<file path="src/rtl/fetch_queue_if.sv">
// Fetch-stage bus: instruction ROM port, decode-side valid/ready stream,
// redirect request, program start and completion flag.
// The master modport is the fetch stage; the slave modport is its environment.
interface fetch_queue_if #(
    parameter int PC_W   = 6,
    parameter int INST_W = 9
);

    logic              start;
    logic [PC_W-1:0]   rom_addr;
    logic [INST_W-1:0] rom_data;
    logic              out_valid;
    logic [INST_W-1:0] out_inst;
    logic [PC_W-1:0]   out_pc;
    logic              out_ready;
    logic              redirect;
    logic [PC_W-1:0]   redirect_pc;
    logic              done;

    modport master (
        input  start,
        input  rom_data,
        input  out_ready,
        input  redirect,
        input  redirect_pc,
        output rom_addr,
        output out_valid,
        output out_inst,
        output out_pc,
        output done
    );

    modport slave (
        output start,
        output rom_data,
        output out_ready,
        output redirect,
        output redirect_pc,
        input  rom_addr,
        input  out_valid,
        input  out_inst,
        input  out_pc,
        input  done
    );

endinterface

</file>
<file path="src/rtl/fetch_queue.sv">
// Instruction fetch stage: owns the fetch PC, reads the combinational
// instruction ROM, buffers {inst, pc} pairs in a small FIFO for decode,
// flushes on redirect and raises a sticky done once the HALT word is consumed.
module fetch_queue #(
    parameter int                PC_W      = 6,
    parameter int                INST_W    = 9,
    parameter int                DEPTH     = 2,
    parameter logic [PC_W-1:0]   START_PC  = '0,
    parameter logic [INST_W-1:0] HALT_INST = {INST_W{1'b1}}
) (
    input  logic                 clk,
    input  logic                 reset,
    fetch_queue_if.master        bus
);

    localparam int PTR_W = (DEPTH > 1) ? $clog2(DEPTH) : 1;
    localparam int CNT_W = PTR_W + 1;
    localparam logic [CNT_W-1:0] FULL_CNT = CNT_W'(DEPTH);
    localparam logic [CNT_W-1:0] ONE_CNT  = CNT_W'(1);

    typedef enum logic [1:0] {
        IDLE  = 2'd0,
        FETCH = 2'd1,
        DRAIN = 2'd2,
        DONE  = 2'd3
    } state_t;

    state_t            state;
    logic [PC_W-1:0]   fetch_pc;
    logic [INST_W-1:0] inst_mem [DEPTH];
    logic [PC_W-1:0]   pc_mem   [DEPTH];
    logic [PTR_W-1:0]  head;
    logic [PTR_W-1:0]  tail;
    logic [CNT_W-1:0]  count;
    logic              done_q;

    logic              pop;
    logic              push;
    logic              flush;

    // Handshake decode: a pop is any accepted head, a flush is a redirect the
    // current state honours, and a push needs room or a simultaneous pop.
    always_comb begin
        pop   = (count != '0) && bus.out_ready;
        flush = bus.redirect && ((state == FETCH) || (state == DRAIN));
        push  = (state == FETCH) && !bus.redirect && ((count < FULL_CNT) || pop);
    end

    assign bus.rom_addr  = fetch_pc;
    assign bus.out_valid = (count != '0);
    assign bus.out_inst  = inst_mem[head];
    assign bus.out_pc    = pc_mem[head];
    assign bus.done      = done_q;

    // Fetch FSM and queue storage; redirect overrides push and pop, the HALT
    // word parks the PC and waits in DRAIN until decode consumes it.
    always_ff @(posedge clk) begin
        if (!reset) begin
            state    <= IDLE;
            fetch_pc <= START_PC;
            head     <= '0;
            tail     <= '0;
            count    <= '0;
            done_q   <= 1'b0;
            for (int i = 0; i < DEPTH; i++) begin
                inst_mem[i] <= '0;
                pc_mem[i]   <= '0;
            end
        end else if (flush) begin
            head     <= '0;
            tail     <= '0;
            count    <= '0;
            fetch_pc <= bus.redirect_pc;
            state    <= FETCH;
        end else begin
            if (push) begin
                inst_mem[tail] <= bus.rom_data;
                pc_mem[tail]   <= fetch_pc;
                tail           <= tail + PTR_W'(1);
            end
            if (pop) begin
                head <= head + PTR_W'(1);
            end
            if (push && !pop) begin
                count <= count + ONE_CNT;
            end else if (!push && pop) begin
                count <= count - ONE_CNT;
            end
            case (state)
                IDLE: begin
                    if (bus.start) begin
                        state    <= FETCH;
                        fetch_pc <= START_PC;
                    end
                end
                FETCH: begin
                    if (push) begin
                        if (bus.rom_data == HALT_INST) begin
                            state <= DRAIN;
                        end else begin
                            fetch_pc <= fetch_pc + PC_W'(1);
                        end
                    end
                end
                DRAIN: begin
                    if (pop && (count == ONE_CNT)) begin
                        state  <= DONE;
                        done_q <= 1'b1;
                    end
                end
                default: begin
                end
            endcase
        end
    end

endmodule

</file>
<file path="src/flat_wrapper.sv">
// flat-port wrapper written by rule: the top's interface ports become plain ports
module fetch_queue_flat 
#(
    parameter int                PC_W      = 6,
    parameter int                INST_W    = 9,
    parameter int                DEPTH     = 2,
    parameter logic [PC_W-1:0]   START_PC  = '0,
    parameter logic [INST_W-1:0] HALT_INST = {INST_W{1'b1}}
)
  (clk, reset, bus_start, bus_rom_data, bus_out_ready, bus_redirect, bus_redirect_pc, bus_rom_addr, bus_out_valid, bus_out_inst, bus_out_pc, bus_done);
  fetch_queue_if #(.PC_W(PC_W), .INST_W(INST_W)) bus_i ();
  input  logic clk;
  input  logic reset;
  input wire logic [$bits(bus_i.start)-1:0] bus_start;
  input wire logic [$bits(bus_i.rom_data)-1:0] bus_rom_data;
  input wire logic [$bits(bus_i.out_ready)-1:0] bus_out_ready;
  input wire logic [$bits(bus_i.redirect)-1:0] bus_redirect;
  input wire logic [$bits(bus_i.redirect_pc)-1:0] bus_redirect_pc;
  output wire logic [$bits(bus_i.rom_addr)-1:0] bus_rom_addr;
  output wire logic [$bits(bus_i.out_valid)-1:0] bus_out_valid;
  output wire logic [$bits(bus_i.out_inst)-1:0] bus_out_inst;
  output wire logic [$bits(bus_i.out_pc)-1:0] bus_out_pc;
  output wire logic [$bits(bus_i.done)-1:0] bus_done;
  assign bus_i.start = bus_start;
  assign bus_i.rom_data = bus_rom_data;
  assign bus_i.out_ready = bus_out_ready;
  assign bus_i.redirect = bus_redirect;
  assign bus_i.redirect_pc = bus_redirect_pc;
  assign bus_rom_addr = bus_i.rom_addr;
  assign bus_out_valid = bus_i.out_valid;
  assign bus_out_inst = bus_i.out_inst;
  assign bus_out_pc = bus_i.out_pc;
  assign bus_done = bus_i.done;
  fetch_queue #(.PC_W(PC_W), .INST_W(INST_W), .DEPTH(DEPTH), .START_PC(START_PC), .HALT_INST(HALT_INST)) u_core (.clk(clk), .reset(reset), .bus(bus_i));
endmodule
</file>
<file path="config.mk">
export PLATFORM = sky130hd
export DESIGN_NAME = fetch_queue_flat
export DESIGN_NICKNAME = d
export VERILOG_FILES = /design/src/rtl/fetch_queue_if.sv /design/src/rtl/fetch_queue.sv /design/src/flat_wrapper.sv
export SDC_FILE = /design/constraint.sdc
export NUM_CORES = 1
export LEC_CHECK = 0
export ABC_CLOCK_PERIOD_IN_PS = 4600
export CAP_MARGIN = 40
export CORE_ASPECT_RATIO = 0.9
export CORE_MARGIN = 2
export CORE_UTILIZATION = 30
export DETAILED_ROUTE_END_ITERATION = 10
export PLACE_DENSITY = 0.52
export SYNTH_ARGS = -nofsm -noshare
export SYNTH_HDL_FRONTEND = slang
export SYNTH_SLANG_ARGS = --single-unit
</file>
<file path="constraint.sdc">
create_clock -name clk -period 4.6 [get_ports clk]
set_input_delay 0.92 -clock clk [delete_from_list [all_inputs] [get_ports clk]]
set_output_delay 0.92 -clock clk [all_outputs]
set_load 0.005 [all_outputs]
</file>
==> results of run 1 <==
logic make-up (layout without fill, tap and decap cells):
kind of cell	Yosys count	count (layout)	share of synthesized area, %
adders and majority gates	8	8	4.39
muxes	17	17	8.28
AOI/OAI and AO/OA	36	36	12.3
xor gates and xnor gates	2	2	0.768
buffers and inverters	15	60	2.52
and+or+nand+nor	80	80	20.0
DFF	44	44	51.8
path summary, 6_finish.rpt:
check                  start                     to  slack [ns]  depth (start not counted)
max                 register          bus_out_pc[5]        1.73                          2
min              u_core.head               register        0.52                          2
max reg2reg  u_core.count[1]  u_core.inst_mem[0][3]        2.22                          6
min reg2reg      u_core.head               register        0.52                          2
synthesized netlist by cell type, types with 3 or more instances:
library cell               count  share of area (%)
sky130_fd_sc_hd__nor3_1        7                1.5
sky130_fd_sc_hd__inv_1         9                1.5
sky130_fd_sc_hd__o32ai_1       3                1.2
sky130_fd_sc_hd__mux2_2       15                7.4
sky130_fd_sc_hd__a21oi_1       5                1.1
sky130_fd_sc_hd__nand3_1       6                1.3
sky130_fd_sc_hd__o21ai_0       5                1.1
sky130_fd_sc_hd__edfxtp_1     30                 39
sky130_fd_sc_hd__and3_1        4                1.1
sky130_fd_sc_hd__and2_1       31                8.5
sky130_fd_sc_hd__ha_1          8                4.4
sky130_fd_sc_hd__dfxtp_1      14                 12
sky130_fd_sc_hd__clkbuf_1      5               0.82
sky130_fd_sc_hd__nand2_1      11                1.8
sky130_fd_sc_hd__nor2_1        8                1.3
per-layer routing:
layer  vias up  share of wire (%)
met5         -                  0
li1        832                  -
met2        49                 47
met3         5                5.6
met4         0               0.83
met1       778                 47
flip-flops by register name, summed over array words and instances (netlist names), named ones only:
signal,count
u_core.pc_mem,12
u_core.inst_mem,18
u_core.tail,1
u_core.bus.rom_addr,6
u_core.state,2
u_core.head,1
u_core.bus.done,1
u_core.count,2
cell usage in the layout, fill, tap and decap left out, drive strengths merged, types with 2 or more instances in the layout:
master,count
clkdlybuf4s50,42
and2,31
edfxtp,30
mux2,15
dfxtp,14
nand2,12
inv,9
nor2,8
ha,8
nor3,7
nand3,6
a21oi,6
clkbuf,6
o21ai,5
and3,4
o32ai,3
nand2b,3
xnor2,2
mux2i,2
o31ai,2
a31oi,2
a41o,2
a221oi,2
a211oi,2
bufinv,2
nor2b,2
power by group:
part / switching [uW] / internal [uW]
clock: 136 / 217
sequential: 74.9 / 500
combinational: 296 / 328
total: 507 / 1050
worst max-delay path, delay by kind of cell, from the launching register on:
kind / cells / cell delay (ns)
buffers and inverters: 1 / 0.44
DFF: 1 / 0.79
muxes: 1 / 0.43
through the flow:
step	hold WS, ns	setup WS, ns	util [%]
floorplan	0.465	1.76	-
global placement	0.497	1.61	37.6
detailed placement	0.507	1.54	37.6
CTS	0.525	1.68	39.3
global route	0.556	1.64	39.3
finish	0.520	1.73	39.3
cell type report:
cell class	count	area share [%]
multi-input cells	143	35.5
flip-flops and latches	44	40.2
inverters	9	1.15
repair buffers	43	14.6
well taps	96	4.09
clock inverters	2	2.04
clock buffers	6	2.47
==> reports/results.env, run 1 <==
ASYNCSETRESETFLOPFRACSYNTH_PCT=0
INSERTEDDIODECOUNT=0
CLK_PATH_BUF_DEPTH=2
NON_FILLER_INSTANCE_COUNT_AFTER_LAYOUT=343
DPL-INSTANCE-AREA_SQ_UM=2810
POST_CTS.REPAIR.SETUP_BUFFERS=0
FMAXACHIEVABLE_MHz=349
FINAL-SETUP-VIOL-COUNT=0
POSTROUTEWIRELENGTH_UM=5160
MAX_CAP_VIOLATIONS=0
ANTENNA_LEFT=0
NUMBER_OF_CLOCK_BUFFERS_INSERTED_BY_TRITONCTS=5
RSZ_0062_RAISED_AFTER_GLOBAL_ROUTING='false'
WORSTPATHREQUIRED_NS=3.68
GRT_USE_MET3_PCT=2.61
ROW_COUNT=30
CLKTRANSATPATHREGS_NS=0.08
CTS_HTREE_LEVELS=2
GRT_PASS1_VIAS=1587
SYNTH_AREA_PER_CELL_SQ_UM=11.3
POSTCTS_RESIZE_CNT=0
DRT_FIRST_PASS_ITERS=4
FLOORPLAN.DIE.HEIGHT_UM=86.7
TIMING.SETUP.TNS_NS=0
NETLIST_INSTANCES=202
CLK_LATENCY_NS=0.29
TIMING.MAX_SLEW.REL_SLACK_PCT=49.5
SYNTH_NETS=230
LEAKAGE_uW=0.00108
FIN_NETS=274
DRT_DRC_VIOLATIONS_LEFT=0
CLKSINKCOUNT=44
ROUTED_VIA_DENSITY=4.85
NUMBER_OF_VIOLATIONS_REPORTED_AT_THE_END_OF_DETAILED_ROUTING_ITERATION_0=82
PLACE.GP.CONGESTION=0.770
YOSYS.CELL_TYPES.COUNT=48
GRT_USE_MET1_PCT=17.9
FLOORPLAN.DIE_AREA_SQ_UM=8320
DETAILROUTE.VIA_COUNT=1664
CTS_HOLD_BUF=0
FIRST_PASS_GRT_WIRE_LENGTH_UM=8110
POSTSYNTHREGISTERBITS=44
SETUP.WORST_PATH.START_CLASS='register'
WIDTH_OF_THE_CHIP_UM=95.9
SLOWEST_STAGE='sky130_fd_sc_hd__dfxtp_1'
SYNTH_ENABLE_FLOP_CELLS=30
TOP_USAGE_LAYER='met2'
MIN_PERIOD_OVER_PERIOD_PCT=62.4
IO_BUFFER_COUNT=42
CRITPATHARRIVALTIME_NS=1.95
CTSROOTBUFFERMASTER='sky130_fd_sc_hd__clkbuf_8'
FIN_TOTAL_PWR_uW=1550
CORE_REGION_AREA_SQ_UM=7470
FINAL_MAX_SLEW_VIOL_COUNT=0
IO_PINS=43
PLACE_HPWL_UM=3630
TIMING.CRITICAL_PATH.TO_TYPE='primary output'
YS_DOMINANT_REG_CELL='sky130_fd_sc_hd__edfxtp_1'
ANTENNA_VIOLATIONS_BEFORE_REPAIR=0
NUM-FILL-CELLS=746
STATUS='finished, final reports clean'
DP_CELLS=335
AREA_GROWTH_PCT=28.8
GLOBALROUTE.TOTALOVERFLOW=0
POWER_DENSITY_nW_PER_UM2=528
WL_PER_CELL_UM=15.0
SYNTH-SEQ-AREA-SHARE_PCT=51.8
CTS_TREE='done'
INITIAL_UTILIZATION_PCT=30.6
POST_ROUTE_CELLS_DRIVE_ABOVE_1_SHARE_PCT=12.6
TIGHTESTPINTRANSITION_NS=0.754
YS.WARNINGS.COUNT=0
FINAL.SETUP_SKEW_NS=0.0101
CRITICAL_PATH_PEAK_FANOUT=15
SEQCELLAREA_SQ_UM=1180
FIN_CRIT_NS=2.87
CRITICALPATHCATEGORY='register to primary output'
FINAL_DESIGN_AREA_NO_FILL_SQ_UM=2940
SYNTHESIS.AREA_SQ_UM=2280
HOLD_VIOLATIONS=0
HOLD_PATH_CLASS='register to register'
GRT_USE_MET2_PCT=20.2
CRIT_CHAIN='mux2_2 > clkdlybuf4s50_1'
GRT_MAX_DEGREE=16
AREA_OCCUPIED_BY_MULTI_INPUT_GATES_SQ_UM=1040
WORST_PATH_LARGEST_CELL_DELAY_NS=0.79
GRT_USE_TOTAL_PCT=12.7
IR_DROP_mV=0.318
Power figures use the tool's default switching activity.
==> run 2: changes to the inputs <==
--- a/config.mk
+++ b/config.mk
@@ -5,13 +5,13 @@
 export SDC_FILE = /design/constraint.sdc
 export NUM_CORES = 1
 export LEC_CHECK = 0
-export ABC_CLOCK_PERIOD_IN_PS = 4600
+export ABC_CLOCK_PERIOD_IN_PS = 2400
 export CAP_MARGIN = 40
 export CORE_ASPECT_RATIO = 0.9
 export CORE_MARGIN = 2
 export CORE_UTILIZATION = 30
 export DETAILED_ROUTE_END_ITERATION = 10
-export PLACE_DENSITY = 0.52
+export PLACE_DENSITY = 0.54
 export SYNTH_ARGS = -nofsm -noshare
 export SYNTH_HDL_FRONTEND = slang
 export SYNTH_SLANG_ARGS = --single-unit
==> constraint.sdc (replaced) <==
create_clock -name clk -period 2.4 [get_ports clk]
set_input_delay 0.48 -clock clk [delete_from_list [all_inputs] [get_ports clk]]
set_output_delay 0.48 -clock clk [all_outputs]
set_load 0.005 [all_outputs]
==> run 2 against run 1 <==
Against the previous run: sequential share of layout area down 0.46 points; final area increased by 1.1%; power rose by 80%; largest cell class unchanged; highest routed layer unchanged; first-iteration DRC count fell by 22%; clock power is 28% higher; combinational power rose by 100%.
==> reports/results.env, run 2 (synthesized netlist as in run 1, its figures left out) <==
SETUP.WORST_PATH.START_CLASS='register'
ROUTED_VIA_DENSITY=4.82
INSERTEDDIODECOUNT=0
BUF_INV_ON_CP=3
WORST_PATH_LARGEST_CELL_DELAY_NS=0.49
STATUS='finished, final reports clean'
CRITICAL_PATH.TOP_DELAY_FAMILY='buffers and inverters'
CLKTRANSATPATHREGS_NS=0.08
RSZ_0062_RAISED_AFTER_GLOBAL_ROUTING='false'
GRT_PASS1_VIAS=1678
TOP_REGISTER='u_core.inst_mem'
NUMBER_OF_CLOCK_BUFFERS_INSERTED_BY_TRITONCTS=5
CTS_HOLD_BUF=0
ROW_COUNT=30
WIDTH_OF_THE_CHIP_UM=95.9
POST_ROUTE_CELLS_DRIVE_ABOVE_1_SHARE_PCT=15.4
POSTROUTEWIRELENGTH_UM=5120
TIMING.SETUP.TNS_NS=0
FIN_TOTAL_PWR_uW=2790
TIMING.CRITICAL_PATH.TO_TYPE='primary output'
CRITICALPATHCATEGORY='register to primary output'
MAX_CAP_VIOLATIONS=0
FINAL_MAX_SLEW_VIOL_COUNT=0
LARGEST_REGISTER_FFS=18
SLOWEST_STAGE='sky130_fd_sc_hd__clkdlybuf4s50_1'
HOLD_VIOLATIONS=0
CTS_HTREE_LEVELS=2
AREA_GROWTH_PCT=30.3
POSTCTS_RESIZE_CNT=0
CTSROOTBUFFERMASTER='sky130_fd_sc_hd__clkbuf_8'
TIGHTESTPINTRANSITION_NS=0.393
DRT_FIRST_PASS_ITERS=4
LEAKAGE_uW=0.00110
WL_PER_CELL_UM=14.6
IR_DROP_mV=0.406
POST_CTS.REPAIR.SETUP_BUFFERS=0
WORSTPATHREQUIRED_NS=1.92
NUMBER_OF_VIOLATIONS_REPORTED_AT_THE_END_OF_DETAILED_ROUTING_ITERATION_0=64
FIRST_PASS_GRT_WIRE_LENGTH_UM=8240
PLACE_HPWL_UM=3650
PLACE.GP.CONGESTION=0.827
FINAL_CELL_MIX='sky130_fd_sc_hd__clkdlybuf4s50_1 (42), sky130_fd_sc_hd__and2_1 (31), sky130_fd_sc_hd__edfxtp_1 (30), sky130_fd_sc_hd__mux2_2 (15), sky130_fd_sc_hd__dfxtp_1 (14)'
CORE_REGION_AREA_SQ_UM=7470
HOLD_PATH_CLASS='register to register'
CLK_PATH_BUF_DEPTH=2
DRT_DRC_VIOLATIONS_LEFT=0
FINALHOLDWORSTSLACK_NS=0.491
MIN_PERIOD_OVER_PERIOD_PCT=90.6
IO_BUFFER_COUNT=42
ANTENNA_VIOLATIONS_BEFORE_REPAIR=0
INITIAL_UTILIZATION_PCT=30.6
FMAXACHIEVABLE_MHz=460
CLK_LATENCY_NS=0.30
CRITPATHARRIVALTIME_NS=1.69
MOSTFREQUENTLAYOUTCELL='sky130_fd_sc_hd__clkdlybuf4s50_1'
GRT_MAX_DEGREE=16
GLOBALROUTE.TOTALOVERFLOW=0
ANTENNA_LEFT=0
FINAL-SETUP-VIOL-COUNT=0
FLOORPLAN.DIE_AREA_SQ_UM=8320
POWER_DENSITY_nW_PER_UM2=940
IO_PINS=43
FINAL.SETUP_SKEW_NS=0.00427
CLKSINKCOUNT=44
TIMING.MAX_SLEW.REL_SLACK_PCT=73.8
DETAILROUTE.VIA_COUNT=1686
CTS_TREE='done'
FLOORPLAN.DIE.HEIGHT_UM=86.7
CRIT_CHAIN='inv_1 > ha_1 > inv_1 > clkdlybuf4s50_1'
CRITICAL_PATH_PEAK_FANOUT=6
FIN_NETS=282
GRT_USE_TOTAL_PCT=13.1
FIN_CRIT_NS=2.17
CPMOSTUSEDCELL='sky130_fd_sc_hd__inv_1'
[run 2: final timing paths]
path                            depth (start not counted)             from               endpoint  slack, ns
worst max-delay path                                    4  u_core.count[1]          bus_out_valid       0.23
worst min-delay path                                    2  u_core.bus.done        u_core.bus.done       0.49
worst max register to register                          7  u_core.count[1]  u_core.inst_mem[0][6]       0.30
worst min register to register                          2  u_core.bus.done        u_core.bus.done       0.49
[run 2: area by class of cell]
class                           instances  area (sq um)
Fill cell                             744          4500
Sequential cell                        44          1180
Multi-Input combinational cell        143          1040
Timing Repair Buffer                   51           513
Tap cell                               96           120
Clock buffer                            5          68.8
Inverter                                9          33.8
Clock inverter                          2          12.5
[run 2: through the flow]
stage          cells  area [sq um]  worst slack, ns  utilization [%]
3_5_place_dp     343          2890            0.130             38.7
2_1_floorplan    202          2280           0.0802                -
3_3_place_gp     343          2890            0.175             38.7
6_report         350          2970            0.227             39.8
4_1_cts          350          2970            0.231             39.8
5_1_grt          350          2970           0.0910             39.8
[run 2: worst min-delay path, stage by stage, from the launching register on]
cell	delay, ns
sky130_fd_sc_hd__dfxtp_1	0.34
sky130_fd_sc_hd__a41oi_1	0.04
sky130_fd_sc_hd__nor2_1	0.08
[run 2: per-layer routing]
metal | up-vias | part of all wire, % | wire, um | global-route usage [%]
li1 | 846 | - | - | -
met1 | 783 | 46 | 2340 | 17.3
met2 | 50 | 47 | 2390 | 21.0
met3 | 7 | 6.2 | 315 | 3.13
met4 | 0 | 1.3 | 67 | 4.42
met5 | - | 0 | 0 | 0
[run 2: power by group]
group          internal (uW)  total, uW  switching [uW]
Clock                    197        454             256
Combinational            666       1270             605
Sequential               958       1070             110
